===== config.mk =====
export PLATFORM = sky130hd
export DESIGN_NAME = usqrt_cordiv_array
export DESIGN_NICKNAME = d
export VERILOG_FILES = /design/src/rtl/usqrt_pkg.sv /design/src/rtl/cordiv_core.sv /design/src/rtl/usqrt_cordiv_array.sv
export SDC_FILE = /design/constraint.sdc
export NUM_CORES = 1
export LEC_CHECK = 0
export CAP_MARGIN = 20
export CORE_MARGIN = 4
export CORE_UTILIZATION = 43
export CTS_CLUSTER_DIAMETER = 30
export DETAILED_ROUTE_END_ITERATION = 6
export HOLD_SLACK_MARGIN = 0.06
export PLACE_DENSITY = 0.95
export SYNTH_ARGS = -nofsm -noshare
export SYNTH_HDL_FRONTEND = slang
export SYNTH_SLANG_ARGS = --single-unit

===== constraint.sdc =====
create_clock -name clk -period 1.62 [get_ports clk]
set_clock_uncertainty 0.1 [all_clocks]
set_input_delay 0.162 -clock clk [delete_from_list [all_inputs] [get_ports clk]]
set_output_delay 0.162 -clock clk [all_outputs]
set_load 0.02 [all_outputs]

===== src/rtl/usqrt_pkg.sv =====
// Shared constants and helpers for the multi-channel stochastic square-root array.
package usqrt_pkg;

  localparam int unsigned CH_DEF     = 4;
  localparam int unsigned DEP_DEF    = 4;
  localparam int unsigned DEPLOG_DEF = 2;
  localparam int unsigned WINLOG_DEF = 8;

  // Bit offset of a channel's history index inside the flat rand_num bus.
  function automatic int unsigned rand_off(input int unsigned ch, input int unsigned deplog);
    return ch * deplog;
  endfunction

  // One extra bit so a window of all ones (2^WINLOG) fits.
  function automatic int unsigned acc_w(input int unsigned winlog);
    return winlog + 1;
  endfunction

endpackage


===== src/rtl/cordiv_core.sv =====
// One channel of the CORDIV square-root loop: toggle, registered trace and q history.
module cordiv_core
  import usqrt_pkg::*;
#(
  parameter int unsigned DEP    = DEP_DEF,
  parameter int unsigned DEPLOG = DEPLOG_DEF
) (
  input  logic              clk,
  input  logic              rst,
  input  logic              en,
  input  logic [DEPLOG-1:0] rand_idx,
  input  logic              in,
  output logic              out
);

  logic           tog;
  logic           trace;
  logic [DEP-1:0] sr;
  logic           act;
  logic           dividend;
  logic           divisor;
  logic           q;

  // Feedback comes only from the registered trace, so in never loops back to out.
  always_comb begin
    act      = en & ~rst;
    out      = act & (trace | in);
    dividend = ~tog & out;
    divisor  = tog | dividend;
    q        = divisor ? dividend : sr[rand_idx];
  end

  always_ff @(posedge clk) begin
    if (rst) begin
      tog   <= 1'b0;
      trace <= 1'b0;
      sr    <= '0;
    end else if (act) begin
      tog   <= ~tog;
      trace <= q;
      sr    <= {sr[DEP-2:0], q};
    end
  end

endmodule


===== src/rtl/usqrt_cordiv_array.sv =====
// CH independent stochastic square-root channels; define USQRT_ACC_EN to add
// the per-channel windowed ones-counter (otherwise acc/acc_vld are tied to 0).
module usqrt_cordiv_array
  import usqrt_pkg::*;
#(
  parameter int unsigned CH     = CH_DEF,
  parameter int unsigned DEP    = DEP_DEF,
  parameter int unsigned DEPLOG = DEPLOG_DEF,
  parameter int unsigned WINLOG = WINLOG_DEF
) (
  input  logic                     clk,
  input  logic                     rst,
  input  logic [CH-1:0]            en,
  input  logic [CH*DEPLOG-1:0]     rand_num,
  input  logic [CH-1:0]            in,
  output logic [CH-1:0]            out,
  output logic [CH*(WINLOG+1)-1:0] acc,
  output logic [CH-1:0]            acc_vld
);

  localparam int unsigned AW = acc_w(WINLOG);

  for (genvar c = 0; c < int'(CH); c++) begin : g_ch
    cordiv_core #(
      .DEP    (DEP),
      .DEPLOG (DEPLOG)
    ) u_core (
      .clk      (clk),
      .rst      (rst),
      .en       (en[c]),
      .rand_idx (rand_num[rand_off(c, DEPLOG) +: DEPLOG]),
      .in       (in[c]),
      .out      (out[c])
    );

`ifdef USQRT_ACC_EN
    logic [WINLOG-1:0] win_cnt;
    logic [AW-1:0]     ones;
    logic [AW-1:0]     acc_r;
    logic              vld_r;
    logic              act;

    always_comb act = en[c] & ~rst;

    // The closing cycle's own out bit is folded into acc, not into ones.
    always_ff @(posedge clk) begin
      if (rst) begin
        win_cnt <= '0;
        ones    <= '0;
        acc_r   <= '0;
        vld_r   <= 1'b0;
      end else begin
        vld_r <= 1'b0;
        if (act) begin
          win_cnt <= win_cnt + 1'b1;
          if (win_cnt == '1) begin
            acc_r <= ones + AW'(out[c]);
            ones  <= '0;
            vld_r <= 1'b1;
          end else begin
            ones <= ones + AW'(out[c]);
          end
        end
      end
    end

    always_comb begin
      acc[c*AW +: AW] = acc_r;
      acc_vld[c]      = vld_r;
    end
`else
    always_comb begin
      acc[c*AW +: AW] = '0;
      acc_vld[c]      = 1'b0;
    end
`endif
  end

endmodule


; Word level (Yosys, flattened, before mapping)
; Cells that the tools add are included.
[word_totals]
register_bits = 24
latchBits = 0
ramBits = 0
romBits = 0
out_inout_bits = 44
wordCells = 53
mem_count = 0
[op_classes]
add_sub_neg = 0
mul = 0
div = 0
order_cmp = 4
eq_ne = 0
n_shift = 0
n_mux = 12
bitwise_logic = 25
n_reduce_logical = 0
[op_table]
columns = operator, count
row1 = $and A1 B1 Y1, 12
row2 = $lt A2 B3 Y1 const B, 4
row3 = $bmux W1 S2, 4
row4 = $mux W1, 8
row5 = $or A1 B1 Y1, 8
row6 = $not A1 Y1, 5

; Longest topological paths before layout
[depth]
word_depth = 6
depth_mapped = 4
ltp_nobuf = 3

; Cells and area by module
; From an unflattened synthesis, not the netlist that was laid out.
[hier_totals]
hier_cells = 141
area_unflattened_um2 = 1290.0
[by_module_without_submodules]
columns = mod, n_inst, cells_each, area_per_inst_um2
row1 = cordiv_core, 4, 25, 246.5
row2 = usqrt_cordiv_array, 1, 41, 304.0

; Worst setup path before layout
; No wires, ideal clock.
[synth_path]
path_kind = register -> register
start = register g_ch[2].u_core.sr[2]
end = register g_ch[2].u_core.sr[0]
arrival_time_ps = 748
required_ps = 1403
slack_ps = 655
stages_incl_launch_ff = 4
n_path_buf = 0
synth_period_minus_slack_ps = 965
path_cell_list = dfxtp_1 mux2i_1 o221ai_2 a32o_1
[synth_via]
elab_chain_cells = 3
[synth_lines]
columns = element, line_no
row1 = start: declaration, cordiv_core.sv:18  ; logic [DEP-1:0] sr;
row2 = start signal: assignment, cordiv_core.sv:41  ; sr <= {sr[DEP-2:0], q};
row3 = $bmux W1 S2, cordiv_core.sv:30  ; q = divisor ? dividend : sr[rand_idx];
row4 = $mux W1 (not written as such), cordiv_core.sv:30
row5 = $mux W1, cordiv_core.sv:30
; No other way between the ends. The select of a mux whose other input is x is not followed.
; A chain may end at the register's enable or synchronous reset.

; Worst setup path in the final report
[layout_path]
start = input rst
end = output out[2]
[layout_via]
elab_chain_cells = 3
[layout_lines]
columns = element, line_no
row1 = start: declaration, usqrt_cordiv_array.sv:12  ; input logic rst,
row2 = $not A1 Y1, cordiv_core.sv:26  ; act = en & ~rst;
row3 = $and A1 B1 Y1, cordiv_core.sv:26
row4 = $and A1 B1 Y1, cordiv_core.sv:27  ; out = act & (trace | in);
row5 = end: declaration, usqrt_cordiv_array.sv:16  ; output logic [CH-1:0] out,
; No other way between the ends.

==> flow_summary.toml <==
[outcome]
outcome = "complete, no violations"

[synthesis]
netlist_area_um2 = 1280
ys_types = 16
synth_cells = 144
ys_ff_latch = 20
ys_warn_count = 0
avgSynthCellArea_um2 = 8.91
seq_area_frac_synth_pct = 31.2

[sta]
min_period_ns = 1.56
timing.final.crit_share_pct = 96.5
timing.fmax_ghz = 0.640
rsz0062_at_grt = "false"
finalSetupViolCount = 0
fin_ws_ns = 0.0574
slew_violations = 0
fin_setup_tns_ns = 0
hold_viol = 0

[floorplan]
ios = 62
core_um2 = 2810
die_w_um = 62.6
dieArea_um2 = 3920
die_y_um = 62.6
rows = 19
initial_core_util_pct = 45.7

[finish]
nFillCells = 279
antenna_cells = 0
drive_above_1_share_pct = 14.4
mostFrequentLayoutCells = "conb_1 (40), nor2_1 (28), dfxtp_1 (20)"
syn2layout_area_growth_pct = 13.1
multi_input_area_um2 = 638
fin_area_um2 = 1450
final-seq-area_um2 = 400
layout_commonest_cell = "conb_1"
fin_nets = 194

[power_and_ir_drop]
internal_power_w = 0.000700
leakage_nw = 0.701
total_power_w = 0.00100
seqPwrFrac_pct = 52.1
p_clk_share_pct = 22.1
p_sw_w = 0.000299
peakVddDrop_mv = 0.379
p_comb_share_pct = 25.8
powerDensity_nw_per_um2 = 689
switching_share_pct = 30.0

[global_routing]
first_global_vias = 803
grt_max_degree = 11
antenna_found_initial = 0
grt-ovfl-total = 0
grt_pass1_wl_mm = 3.35
grt_use_total_pct = 10.5

[setup_path]
arrival_ns = 1.30
timing.reg2reg.setup_slack_ns = 0.49
criticalPathCategory = "input pin to primary output"
crit_fanout = 8
end_kind = "primary output"
critPathLaunch = "rst"
timing.rr.end = "g_ch[0].u_core.sr[0]"
crit_required_ns = 1.36
worstRegToRegCells = 4
worstReg2RegStart = "g_ch[0].u_core.sr[0]"
endpoint = "out[2]"
start_kind = "input pin"

[route]
wirelength_mm = 2.12
vias_per_cell = 4.35
num_vias = 891
drc_errors = 0
wl_per_cell_um = 10.3
dr.pass1.iters = 4
route.antenna.remaining_nets = 0
drt_iter0_drc = 18

[clock_tree]
worstSkewPairLatency_ns = 0.29
h-tree-depth = 1
ctsHoldBuffers = 0
cts.sinks = 20
cts_root_buf = "clkbuf_4"
cts.clk_slew.worst_paths_ns = 0.10
cts_made_buffers = 3
clock_tree.buffer_depth = 2
cts_tree = "built"

[run]
cap_viol_max_count = 0

[placed_design]
io_buffers = 21
placed_area_um2 = 1430
hpwl_mm = 1.78
post-place-ws_ns = -0.262
gp_congestion = 0.805

[min_path]
hold_path.class = "flip-flop to flip-flop"
-- cell usage after synthesis (all sizes together) --
library cell / n / area, µm²
nand3b: 4 / 30.0
inv: 5 / 18.8
dfxtp: 20 / 400
o221ai: 4 / 47.6
nand2b: 4 / 40.0
o31ai: 4 / 30.0
buf: 50 / 372
xnor2: 4 / 35.0
nor2: 28 / 105
a32o: 4 / 40.0
mux2i: 16 / 160
conb: 1 / 3.75
-- cell type report --
type | instances | area share (%)
clock buffer | 3 | 1.55
timing repair buffer | 38 | 22.9
sequential | 20 | 27.6
multi-input combinational | 108 | 44.0
inverter | 5 | 1.29
tap | 31 | 2.67
-- worst min path at each step --
stage                                     from                    to  slack (ns)  cells after the start
after floorplan                            rst    g_ch[1].u_core.tog        0.25                      2
after global placement    g_ch[1].u_core.sr[3]  g_ch[1].u_core.sr[3]        0.38                      2
after detailed placement  g_ch[3].u_core.sr[3]  g_ch[3].u_core.sr[3]        0.39                      2
after CTS                 g_ch[3].u_core.sr[3]  g_ch[3].u_core.sr[3]        0.42                      2
after global routing      g_ch[3].u_core.sr[1]  g_ch[3].u_core.sr[1]        0.46                      2
final                     g_ch[3].u_core.sr[3]  g_ch[3].u_core.sr[3]        0.41                      2
-- power groups by stage --
| stage | clock network, W | registers [W] | logic (W) |
|---|---|---|---|
| 4_1_cts | 0.000233 | 0.000521 | 0.000257 |
| 3_5_place_dp | 0 | 0.000532 | 0.000259 |
| 5_1_grt | 0.000260 | 0.000524 | 0.000278 |
| 6_report | 0.000221 | 0.000521 | 0.000258 |
| 3_3_place_gp | 0 | 0.000531 | 0.000256 |
| 2_1_floorplan | 0 | 0.000528 | 0.000249 |
-- sequential cells by signal, summed over array words and instances, names as in the netlist --
name,flops
g_ch.u_core.tog,4
g_ch.u_core.sr,16
-- metrics by stage --
step	hold WS, ns	util [%]	std cells
after floorplan	0.251	-	183
after global placement	0.376	51.1	202
after detailed placement	0.391	51.1	202
after CTS	0.417	51.7	205
after global routing	0.461	51.7	205
final	0.406	51.7	205
-- worst max-delay path, cell delays in order --
cell	delay, ns
clkdlybuf4s50_1	0.39
buf_4	0.16
nand2b_4	0.14
nor2_1	0.09
dlygate4sd2_1	0.34
-- logic make-up (layout without fill, tap and decap cells) --
kind of cell	count (synthesis)	in the layout	share of synthesized area (%)
buffers and inverters	55	46	30.4
XOR/XNOR	4	4	2.73
flip-flops	20	20	31.2
AO/OA/AOI/OAI	12	12	9.17
other	1	40	0.292
multiplexers	16	16	12.5
AND/OR/NAND/NOR	36	36	13.7
-- per-layer routing --
layer / wire (µm) / GRT usage (%)
met1: 822 / 10.7
met2: 1080 / 19.3
met3: 206 / 5.58
met4: 10 / 1.65
met5: 0 / 0
-- repair_timing --
| item | in CTS | in global routing |
|---|---|---|
| setup buffers | 0 | 0 |
| pin swaps | 0 | 0 |
| endpoints found under the setup margin | 4 | 3 |
| gates cloned | 0 | 0 |
| gates resized for setup | 4 | 4 |
Note: power is estimated with default switching activity, not from simulation.
